### src/rtl/whack_a_mole_multi.sv
`default_nettype none
// +----------------------------------------------------------------------------+
// | whack_a_mole_multi                                                         |
// | N-hole whack-a-mole core: per-button debounce, LFSR hole pick, game FSM.   |
// | Revision: 1.0                                                              |
// +----------------------------------------------------------------------------+
module whack_a_mole_multi #(
  parameter int N_HOLES         = 4,
  parameter int DEB_CYCLES      = 16,
  parameter int GAP_TICKS       = 200,
  parameter int MOLE_TICKS_INIT = 1000,
  parameter int MOLE_TICKS_MIN  = 250,
  parameter int SPEEDUP_STEP    = 50,
  parameter int SCORE_W         = 7,
  parameter int LIVES_W         = 2,
  parameter int LIVES_INIT      = 3
) (
  input  logic               clk,
  input  logic               reset,
  input  logic [N_HOLES-1:0] buttons,
  input  logic               start,
  output logic [N_HOLES-1:0] moles,
  output logic [SCORE_W-1:0] score,
  output logic [LIVES_W-1:0] lives,
  output logic [2:0]         state,
  output logic               hit_pulse,
  output logic               miss_pulse
);

  localparam int c_hole_w   = (N_HOLES > 1) ? $clog2(N_HOLES) : 1;
  localparam int c_deb_w    = $clog2(DEB_CYCLES + 1);
  localparam int c_mt_w     = $clog2(MOLE_TICKS_INIT + 1);
  localparam int c_tick_max = (GAP_TICKS > MOLE_TICKS_INIT) ? GAP_TICKS : MOLE_TICKS_INIT;
  localparam int c_tick_w   = $clog2(c_tick_max + 1);
  localparam logic [15:0]        c_lfsr_seed  = 16'hACE1;
  localparam logic [LIVES_W-1:0] c_lives_init = LIVES_W'(LIVES_INIT);
  localparam logic [LIVES_W-1:0] c_lives_one  = LIVES_W'(1);
  localparam logic [c_mt_w-1:0]  c_mt_init    = c_mt_w'(MOLE_TICKS_INIT);
  localparam logic [c_mt_w-1:0]  c_mt_min     = c_mt_w'(MOLE_TICKS_MIN);
  localparam logic [N_HOLES-1:0] c_one_hot0   = {{(N_HOLES-1){1'b0}}, 1'b1};

  typedef enum logic [2:0] {
    ST_IDLE = 3'd0,
    ST_SHOW = 3'd1,
    ST_GAP  = 3'd2,
    ST_END  = 3'd3
  } state_t;

  // ---------------- debounce ----------------
  logic [N_HOLES-1:0] r_clean;
  logic [N_HOLES-1:0] r_clean_q;
  logic [N_HOLES-1:0] r_press;
  logic [c_deb_w-1:0] r_deb_cnt [N_HOLES];

  // A press pulse is taken from the registered clean level, giving DEB_CYCLES+1 latency.
  always_ff @(posedge clk) begin
    if (reset) begin
      r_clean   <= '0;
      r_clean_q <= '0;
      r_press   <= '0;
      for (int i = 0; i < N_HOLES; i++) r_deb_cnt[i] <= '0;
    end else begin
      r_clean_q <= r_clean;
      r_press   <= r_clean & ~r_clean_q;
      for (int i = 0; i < N_HOLES; i++) begin
        if (buttons[i] == r_clean[i]) begin
          r_deb_cnt[i] <= '0;
        end else if (32'(r_deb_cnt[i]) == DEB_CYCLES - 1) begin
          r_clean[i]   <= buttons[i];
          r_deb_cnt[i] <= '0;
        end else begin
          r_deb_cnt[i] <= r_deb_cnt[i] + 1'b1;
        end
      end
    end
  end

  // ---------------- LFSR ----------------
  logic [15:0] r_lfsr;

  always_ff @(posedge clk) begin
    if (reset) r_lfsr <= c_lfsr_seed;
    else       r_lfsr <= {r_lfsr[14:0], r_lfsr[15] ^ r_lfsr[13] ^ r_lfsr[12] ^ r_lfsr[10]};
  end

  // ---------------- game datapath ----------------
  state_t              r_state;
  logic [N_HOLES-1:0]  r_moles;
  logic [SCORE_W-1:0]  r_score;
  logic [LIVES_W-1:0]  r_lives;
  logic                r_hit;
  logic                r_miss;
  logic [c_mt_w-1:0]   r_mole_ticks;
  logic [c_tick_w-1:0] r_tick;
  logic [c_hole_w-1:0] r_hole;

  logic [c_hole_w-1:0] w_hole_pick;
  logic [c_hole_w-1:0] w_hole_next;
  logic [N_HOLES-1:0]  w_next_mask;
  logic [N_HOLES-1:0]  w_mole_mask;
  logic                w_right;
  logic                w_wrong;
  logic                w_gap_done;
  logic                w_timeout;
  logic [c_mt_w-1:0]   w_mt_next;

  assign w_hole_pick = c_hole_w'(r_lfsr % 16'(N_HOLES));

  always_comb begin
    w_hole_next = w_hole_pick;
    if (w_hole_pick == r_hole)
      w_hole_next = (32'(w_hole_pick) == N_HOLES - 1) ? '0 : w_hole_pick + 1'b1;
  end

  assign w_next_mask = c_one_hot0 << w_hole_next;
  assign w_mole_mask = c_one_hot0 << r_hole;
  assign w_right     = |(r_press & w_mole_mask);
  assign w_wrong     = |(r_press & ~w_mole_mask);
  assign w_gap_done  = (32'(r_tick) == GAP_TICKS - 1);
  assign w_timeout   = (32'(r_tick) == 32'(r_mole_ticks) - 32'd1);

  // Compare in 32 bits so the reduction can never wrap below the floor.
  always_comb begin
    if (32'(r_mole_ticks) >= MOLE_TICKS_MIN + SPEEDUP_STEP)
      w_mt_next = c_mt_w'(32'(r_mole_ticks) - SPEEDUP_STEP);
    else
      w_mt_next = c_mt_min;
  end

  always_ff @(posedge clk) begin
    if (reset) begin
      r_state      <= ST_IDLE;
      r_moles      <= '0;
      r_score      <= '0;
      r_lives      <= '0;
      r_hit        <= 1'b0;
      r_miss       <= 1'b0;
      r_mole_ticks <= c_mt_init;
      r_tick       <= '0;
      r_hole       <= '0;
    end else begin
      r_hit  <= 1'b0;
      r_miss <= 1'b0;
      case (r_state)
        ST_IDLE, ST_END: begin
          r_moles <= '0;
          if (start) begin
            r_score      <= '0;
            r_lives      <= c_lives_init;
            r_mole_ticks <= c_mt_init;
            r_tick       <= '0;
            r_state      <= ST_GAP;
          end
        end
        ST_GAP: begin
          if (w_gap_done) begin
            r_tick  <= '0;
            r_hole  <= w_hole_next;
            r_moles <= w_next_mask;
            r_state <= ST_SHOW;
          end else begin
            r_tick <= r_tick + 1'b1;
          end
        end
        ST_SHOW: begin
          // A wrong hole outranks a simultaneous correct one; a press beats the timeout.
          if (w_wrong || (!w_right && w_timeout)) begin
            r_miss  <= 1'b1;
            r_lives <= r_lives - 1'b1;
            r_moles <= '0;
            r_tick  <= '0;
            r_state <= (r_lives == c_lives_one) ? ST_END : ST_GAP;
          end else if (w_right) begin
            r_hit        <= 1'b1;
            r_score      <= (&r_score) ? r_score : r_score + 1'b1;
            r_mole_ticks <= w_mt_next;
            r_moles      <= '0;
            r_tick       <= '0;
            r_state      <= ST_GAP;
          end else begin
            r_tick <= r_tick + 1'b1;
          end
        end
        default: begin
          r_moles <= '0;
          r_state <= ST_IDLE;
        end
      endcase
    end
  end

  assign moles      = r_moles;
  assign score      = r_score;
  assign lives      = r_lives;
  assign state      = r_state;
  assign hit_pulse  = r_hit;
  assign miss_pulse = r_miss;

endmodule
`default_nettype wire
### config.mk
export PLATFORM = sky130hd
export DESIGN_NAME = whack_a_mole_multi
export DESIGN_NICKNAME = d
export VERILOG_FILES = /design/src/rtl/whack_a_mole_multi.sv
export SDC_FILE = /design/constraint.sdc
export NUM_CORES = 1
export LEC_CHECK = 0
export CORE_MARGIN = 2
export CORE_UTILIZATION = 51
export CTS_CLUSTER_DIAMETER = 60
export DETAILED_ROUTE_END_ITERATION = 16
export PLACE_DENSITY_LB_ADDON = 0.3
export SLEW_MARGIN = 20
export SYNTH_ARGS = -nofsm -noshare
export SYNTH_HDL_FRONTEND = slang
export SYNTH_SLANG_ARGS = --single-unit
### constraint.sdc
create_clock -name clk -period 7.09 [get_ports clk]
set_input_delay 1.418 -clock clk [delete_from_list [all_inputs] [get_ports clk]]
set_output_delay 1.418 -clock clk [all_outputs]
set_load 0.01 [all_outputs]
==> summary.md <==
| Metric | Value |
|---|---|
| CTS root buf | `clkbuf_8` |
| R2r setup slk | `3710 ps` |
| Pwr per Cell Area | `271 mW/mm^2` |
| Max cap viols | `0` |
| # diodes | `0` |
| Die W | `94.9 um` |
| Worst EP arrival | `3620 ps` |
| Final instance area | `0.00476 sq mm` |
| Net count reported at finish | `506` |
| Crit Path Class | `reg -> reg` |
| Area occupied by registers | `0.00192 sq mm` |
| Grt ovf | `0` |
| Iteration-0 DRC Markers | `120` |
| Worst setup EP type | `flop` |
| Core area | `0.00809 sq mm` |
| Setup crit end | `r_tick[9]` |
| Worst setup path start | `r_mole_ticks[4]` |
| Cts repair resizes | `0` |
| Lkg Pwr | `1.73 nW` |
| RSZ-0062 raised after global routing | `no` |
| Final count of pins violating max slew | `0` |
| DR DRC count | `0` |
| Avg Synthesized Cell Area | `9.36 sq um` |
| Die area | `0.00900 sq mm` |
| Critical Path Source Type | `flop` |
| Vias in the first global route | `3007` |
| Largest net degree at the start of global routing | `58` |
| Multi-input gate area | `0.00217 sq mm` |
| Clock Latency Late Sink | `350 ps` |
| Sequential area share after synthesis | `45.6%` |
| Placement Cell Area | `0.00454 sq mm` |
| Most frequent cells in the layout | `66 x dfxtp_1, 48 x nor2_1, 28 x nand2_1` |
| Post-Synthesis Cells | `450` |
| Setup Buffers After CTS | `0` |
| Via count of the routed design | `3235` |
| Synth cell types | `62` |
| DP HPWL | `5.64 mm` |
| Post-Syn Area | `0.00421 sq mm` |
| Area Growth Syn to Fin | `13.0%` |
| Clk sink count | `86` |
| Relative slew slack | `50.8%` |
| Worst Hold Class | `reg -> reg` |
| Port bufs | `23` |
| Final period util | `47.7%` |
| CTS Buf Count | `9` |
| Share of layout cells above drive strength 1 | `7.79%` |
| Final Skew | `13.7 ps` |
| Die height | `94.9 um` |
| GP Congestion | `0.903` |
| Maximum VDD drop | `0.126 mV` |
| TritonCTS clock tree | `yes` |
| R2r startpoint | `r_mole_ticks[4]` |
| Clk buf depth | `2` |
| Initial antenna violation count | `0` |
| Drt total wl | `7.88 mm` |
| Ys flop type | `dfxtp_1` |
| Remaining antenna violation count | `0` |
| Ys Warns | `0` |
| Endpoints failing hold | `0` |
| Clk slew on worst S/H paths | `90 ps` |
| Capturing point of the worst reg2reg path | `r_tick[9]` |
| Peak Freq | `295 MHz` |
| Initial Util | `52.0%` |
| H-tree levels | `3` |
| EDFF count, synth | `20` |
| Tmin final | `3380 ps` |
| Data required time of the worst path | `7320 ps` |
| Fin util | `58.8%` |
| Post-CTS Hold Buffers | `0` |
| Final setup fails | `0` |
| Setup TNS | `0 ps` |
| First-pass GRT wire length | `13.5 mm` |
| 1st-pass router iterations | `6` |
| Reg2Reg Depth | `8` |
| Vias per Instance | `5.46` |
| Total track usage | `19.1%` |
| Fillers | `726` |
| Critical path fanouts, max | `14` |
| Outcome | `completed` |
| I/O pins | `25` |
| # rows | `33` |
| Least-Margin Pin Slew | `736 ps` |
| Most common cell after layout, fill and taps aside | `dfxtp_1` |
| Post-synthesis sequential element count | `86` |
| FFs w/ async S/R, synth | `0%` |
| Avg WL per Cell | `13.3 um` |
[report_power, final]
part	total [mW]	switching (mW)	leakage (nW)	internal, mW
Combinational	0.328	0.199	0.879	0.129
Clock	0.377	0.177	0.112	0.200
Sequential	0.584	0.0454	0.744	0.539
Total	1.29	0.422	1.73	0.868
[how the worst min path moves through the flow]
stage | start | endpoint | slack [ps] | cells past startpoint
final | r_clean_q[0] | r_press[0] | 390 | 1
after global routing | r_clean_q[0] | r_press[0] | 400 | 1
after CTS | r_clean_q[0] | r_press[0] | 390 | 1
after detailed placement | r_clean_q[3] | r_press[3] | 380 | 1
after global placement | r_clean_q[0] | r_press[0] | 370 | 1
after floorplan | r_clean_q[0] | r_press[0] | 370 | 1
[worst max-delay path, cell delays in order (launching register included)]
cell and delay, ps:
dfxtp_1 450, or4_4 610, o21a_1 190, o211ai_1 190, nand3_1 120, a31oi_2 640
a22o_2 440, nand2_1 230, o311ai_0 380
[logic make-up after synthesis]
| kind of cell | after synthesis | share of synthesized area, % |
|---|---|---|
| AOI/OAI and AO/OA | 77 | 13.1 |
| xor gates and xnor gates | 27 | 5.62 |
| adders and majority gates | 16 | 4.75 |
| buffers and inverters | 44 | 4.61 |
| DFF | 86 | 45.6 |
| muxes | 10 | 2.67 |
| other | 2 | 0.178 |
| and+or+nand+nor | 188 | 23.4 |
[per-layer routing]
layer / GRT usage, % / part of all wire [%] / up-vias
met5: 0 / 0 / -
met4: 7.97 / 2.0 / 0
met3: 4.39 / 3.9 / 14
met2: 30.7 / 49 / 58
met1: 24.7 / 45 / 1525
li1: - / - / 1638
[through the flow]
| stage | hold WS (ps) | instances | power, mW | worst slack [ps] |
|---|---|---|---|---|
| 6_report | 389 | 593 | 1.29 | 3710 |
| 5_1_grt | 399 | 593 | 1.36 | 3400 |
| 4_1_cts | 393 | 593 | 1.30 | 3730 |
| 3_5_place_dp | 377 | 577 | 0.920 | 3720 |
| 3_3_place_gp | 374 | 577 | 0.913 | 3750 |
| 2_1_floorplan | 367 | 469 | 0.835 | 4410 |
[area by class of cell]
cell class / count / share of cell area, %
multi-input cells: 339 / 45.5
flip-flops and latches: 86 / 40.4
repair buffers: 24 / 4.89
well taps: 105 / 2.76
clock buffers: 9 / 2.60
clock inverters: 7 / 2.00
inverters: 23 / 1.81
[cells in the mapped netlist (2+ instances only)]
library cell  count  area (sq um)
dfxtp_1          66          1320
nor2_1           48           180
nand2_1          28           105
a21oi_1          23           115
inv_1            22          82.6
edfxtp_1         20           601
nor2b_1          20           125
xnor2_1          18           158
nand3_1          17          85.1
ha_1             16           200
nor3_1           14          70.1
o21ai_0          14          70.1
clkbuf_1         13          48.8
and3_1           10          62.6
mux2i_1           9          90.1
xor2_1            9          78.8
or2_2             8          50.1
nand4_1           7          43.8
or3_1             7          43.8
a31oi_1           6          37.5
nand2b_1          6          37.5
nor4_1            6          37.5
o21a_1            4          30.0
a211oi_1          3          22.5
buf_6             3          33.8
o311ai_0          3          26.3
or4_1             3          22.5
a211o_1           2          17.5
a2bb2oi_1         2          17.5
a32oi_1           2          17.5
buf_1             2          7.51
buf_2             2          10.0
conb_1            2          7.51
nand3b_1          2          15.0
nand4b_1          2          17.5
nor3_2            2          20.0
o211ai_1          2          15.0
o22ai_1           2          12.5
or4_4             2          22.5
[sequential cells by signal, summed over array words and instances, names as in the netlist, 4 cells and up]
signal and cells:
moles 4, r_lfsr 16, r_deb_cnt 20, r_tick 10, r_clean_q 4, score 7, r_press 4, r_mole_ticks 9
r_clean 4
No activity file was read; power rests on OpenSTA's default activity.
